==> config.mk <==
export PLATFORM = sky130hd
export DESIGN_NAME = rf8_onehot_wr
export DESIGN_NICKNAME = d
export VERILOG_FILES = /design/src/rtl/rf8_onehot_wr_pkg.sv /design/src/rtl/rf8_onehot_wr_reg_en.sv /design/src/rtl/rf8_onehot_wr.sv
export SDC_FILE = /design/constraint.sdc
export NUM_CORES = 1
export LEC_CHECK = 0
export CORE_MARGIN = 3
export CORE_UTILIZATION = 25
export CTS_BUF_LIST = sky130_fd_sc_hd__clkbuf_16
export CTS_CLUSTER_SIZE = 20
export DETAILED_ROUTE_END_ITERATION = 6
export DONT_BUFFER_PORTS = 1
export PLACE_DENSITY = 0.5
export SLEW_MARGIN = 20
export SYNTH_ARGS = -nofsm -noshare
export SYNTH_HDL_FRONTEND = slang
export SYNTH_SLANG_ARGS = --single-unit
==> constraint.sdc <==
create_clock -name clk -period 4.55 [get_ports clk]
set_input_delay 0.2275 -clock clk [delete_from_list [all_inputs] [get_ports clk]]
set_output_delay 0.2275 -clock clk [all_outputs]
set_load 0.1 [all_outputs]
==> src/rtl/rf8_onehot_wr_pkg.sv <==
// proc_pkg: shared register-file constants and one-hot select checker
package proc_pkg;
  localparam int NREGS   = 8;
  localparam int RADDR_W = 3;
  localparam int DATA_W  = 16;
  // returns {legal, nonzero}; legal means at most one bit set
  function automatic logic [1:0] onehot0_chk(input logic [NREGS-1:0] v);
    return {((v & (v - 8'd1)) == '0), |v};
  endfunction
endpackage

==> src/rtl/rf8_onehot_wr_reg_en.sv <==
// rf_reg_en: WIDTH-bit register with load enable and async active-low reset
module rf_reg_en #(
  parameter int WIDTH = 16
) (
  input  logic             clk,
  input  logic             rst_n,
  input  logic             en,
  input  logic [WIDTH-1:0] d,
  output logic [WIDTH-1:0] q
);
  logic [WIDTH-1:0] data_d, data_q;
  always_comb data_d = en ? d : data_q;
  always_ff @(posedge clk or negedge rst_n)
    if (!rst_n) data_q <= '0;
    else        data_q <= data_d;
  assign q = data_q;
endmodule

==> src/rtl/rf8_onehot_wr.sv <==
// rf8_onehot_wr: 8-entry register file written by one-hot selects, two
// combinational read ports with optional write bypass and illegal-select flags
module rf8_onehot_wr
  import proc_pkg::*;
#(
  parameter int WIDTH  = DATA_W,
  parameter int BYPASS = 1
) (
  input  logic               clk,
  input  logic               rst_n,
  input  logic [NREGS-1:0]   wr_sel,
  input  logic [WIDTH-1:0]   wr_data,
  input  logic [RADDR_W-1:0] rd_addr1,
  input  logic [RADDR_W-1:0] rd_addr2,
  output logic [WIDTH-1:0]   rd_data1,
  output logic [WIDTH-1:0]   rd_data2,
  output logic               err,
  output logic               err_sticky
);
  logic             legal, nonzero;
  logic [WIDTH-1:0] regs [NREGS];
  logic             err_d, err_q, err_sticky_d, err_sticky_q;
  logic             byp1, byp2;
  assign {legal, nonzero} = onehot0_chk(wr_sel);
  for (genvar i = 0; i < NREGS; i++) begin : g_reg
    rf_reg_en #(.WIDTH(WIDTH)) u_reg (
      .clk  (clk),
      .rst_n(rst_n),
      .en   (wr_sel[i] & legal),
      .d    (wr_data),
      .q    (regs[i])
    );
  end
  // illegal selects never forward; a set bit implies nonzero
  always_comb begin
    byp1     = (BYPASS != 0) && legal && nonzero && wr_sel[rd_addr1];
    byp2     = (BYPASS != 0) && legal && nonzero && wr_sel[rd_addr2];
    rd_data1 = byp1 ? wr_data : regs[rd_addr1];
    rd_data2 = byp2 ? wr_data : regs[rd_addr2];
  end
  always_comb begin
    err_d        = ~legal;
    err_sticky_d = err_sticky_q | ~legal;
  end
  always_ff @(posedge clk or negedge rst_n)
    if (!rst_n) begin
      err_q        <= 1'b0;
      err_sticky_q <= 1'b0;
    end else begin
      err_q        <= err_d;
      err_sticky_q <= err_sticky_d;
    end
  assign err        = err_q;
  assign err_sticky = err_sticky_q;
endmodule

==> summary.md <==
| Metric | Value |
|---|---|
| Die W | `180 um` |
| Post-CTS Resized | `0` |
| Worst slack, placed | `about 1.9 ns` |
| Mapped Area | `7540 um^2` |
| Initial Util | `25.8%` |
| Largest net degree at the start of global routing | `131` |
| DRC violations left | `0` |
| Pre-Repair DR Iteration Count | `4` |
| Post-synth top cells | `158 x mux2_2, 130 x dfrtp_1, 68 x mux4_2, 22 x clkbuf_1, 20 x mux2_4` |
| Clock network latency to the later pin of the worst-skew pair | `between 0.4 and 0.5 ns` |
| RD Place Congestion | `roughly 0.76` |
| Die Y | `roughly 180 um` |
| Core Box Area | `29200 um^2` |
| Post-place instance area | `about 7800 um^2` |
| Total die area | `32300 um^2` |
| Final Hold Viols | `0` |
| Io pins | `66` |
| CTS H-tree lvls | `4` |
| Layout cells sized above 1 | `59.3%` |
| Syn Area/Cell | `between 15 and 20 um^2` |
| Syn_nets | `~520` |
| Yosys top cell area share | `43.1%` |
| Final worst path period share | `58.0%` |
| Core Rows | `62` |
| Clk root buf | `clkbuf_16` |
| CP Class | `in2out` |
| Placed Cells | `822` |
| Iter 0 DRT Violations | `229` |
| Critical Path RT | `4.32 ns` |
| Area Overhead vs Synth | `14.2%` |
| Fin worst setup slack | `between 1.5 and 2 ns` |
| Yosys warning count | `0` |
| Netlist cell types | `28` |
| Most frequent cell after synthesis | `mux2_2` |
| Worst Path Max Fanout | `17` |
| WP data arrival | `2.41 ns` |
| Max VDD drop | `0.207 mV` |
| FMAX | `379 MHz` |
| Final Power | `0.00361 W` |
| Port Buffer Count | `0` |
| Post-DRT Antenna Nets | `0` |
| CTS tree | `yes` |
| Max-cap viol count | `0` |
| Reg2Reg Launch Point | `err_sticky` |
| Fin cells | `872` |
| Routed via count | `4405` |
| Gr ovfl total | `0` |
| Leakage power | `between 3 and 4 nW` |
| CTS clk-pin slew, worst paths | `0.05 ns` |
| Final Cell Area | `between 8000 and 9000 um^2` |
| Final Max Tran Viols | `0` |
| RSZ-0062 raised after global routing | `no` |
| Status | `completed` |
| Layout Nets | `507` |
| Via density | `5.05` |
| TritonCTS buffer count | `17` |
| Clock skew | `0 ns` |
| Ys async rst share | `100%` |
| Wire length per cell | `around 23 um` |
| Initial antenna violation count | `1` |
| Final setup TNS | `0 ns` |
| Largest cells by area after synthesis | `dfrtp_1 43%, mux2_2 24%, mux4_2 20%` |
| Fin crit period | `2.64 ns` |
| Slew Limit Headroom | `27.2%` |
| FF+latch count, synth | `130` |
| GRT Util Overall | `12.9%` |
| Main synth FF type | `dfrtp_1` |
| DRT Wirelength | `20400 um` |
| Worst Hold Class | `in2reg` |
| EDFF count, synth | `0` |
| Critical Path Source | `wr_sel[6]` |
| First-pass GRT wire length | `31600 um` |
| Clk sink count | `between 100 and 150` |
| Critical Path Sink Type | `output pin` |
| Cell taking the most area after synthesis | `dfrtp_1` |
| Worst Min Path Start | `wr_sel[7]` |
| Clk buf depth | `2` |
| PD cells | `419 nW/um^2` |
| Vias in the first global route | `4957` |
| HPWL reported at the end of detailed placement | `roughly 12000 um` |
| Critical path launch point type | `input pin` |
| Synth Instances | `487` |
| Final setup violation count | `0` |
| Sequential area share after synthesis | `43.1%` |
| Actual slew at the worst max-slew pin | `~1.1 ns` |
power breakdown:
group	internal, W	switching [W]	total (W)	leakage, nW
Sequential	0.00130	0.0000977	0.00139	1.73
Combinational	0.000354	0.000516	0.000870	1.79
Clock	0.000845	0.000497	0.00134	0.277
flip-flops by register name, indices dropped and copies added (netlist names):
signal	count
g.u_reg.q	128
err_sticky	1
err	1
cells by family after synthesis:
| group | share of synthesized area (%) |
|---|---|
| muxes | 47.9 |
| AOI/OAI and AO/OA | 3.09 |
| buffers and inverters | 3.30 |
| DFF | 43.1 |
| and+or+nand+nor | 2.57 |
metal layers:
metal | track usage, % | up-vias | wire (um)
met3 | 5.09 | 25 | 1420
li1 | - | 1873 | -
met5 | 0 | - | 0
met4 | 3.96 | 0 | 412
met2 | 20.2 | 121 | 9680
met1 | 16.4 | 2386 | 8930
placed cells by master, fill, tap and decap left out, drive strengths merged:
cell type,count
mux2,178
dfrtp,130
mux4,68
clkbuf,17
dlygate4sd3,17
a22o,16
nor2,7
buf,7
clkinv,6
nand2,5
o21ai,5
nand4,5
nor2b,4
inv,3
clkinvlp,3
bufinv,3
a211oi,2
nand4b,2
nor3,2
diode,1
a2111oi,1
nor4,1
o311a,1
a21oi,1
or2,1
a31oi,1
and2,1
critical path, stage by stage:
cell and delay (ns):
nor2_1 0.11, nand4b_2 0.13, buf_4 0.30, nand4_2 0.21, o21ai_4 0.77, mux2_2 0.66
final cells by class:
type / instances / area [um^2]
multi-input combinational: 301 / 4050
clock inverter: 14 / 149
inverter: 1 / 3.75
fill: 2856 / 20600
antenna: 1 / 2.50
sequential: 130 / 3250
tap: 384 / 480
clock buffer: 17 / 425
timing repair buffer: 24 / 243
timing repair:
item,in CTS,in global routing
hold endpoints to repair,258,0
setup buffers,0,0
hold buffers,18,0
final timing paths:
kind                                         to  slack [ns]  cells past startpoint
min in group asynchronous  g_reg[5].u_reg.q[14]        0.42                      2
setup reg to reg                     err_sticky        3.25                      1
hold / removal                              err        0.07                      2
hold reg to reg            g_reg[7].u_reg.q[13]        0.52                      1
max in group asynchronous  g_reg[6].u_reg.q[10]        3.56                      2
setup / recovery                    rd_data1[4]        1.91                      6
through the flow:
step / hold WS [ns] / utilization (%)
after floorplan: -0.0681 / -
after global placement: -0.0604 / 26.8
after detailed placement: -0.0602 / 26.8
after CTS: 0.0384 / 29.4
after global routing: 0.0885 / 29.4
final: 0.0723 / 29.4
Power figures use the tool's default switching activity.
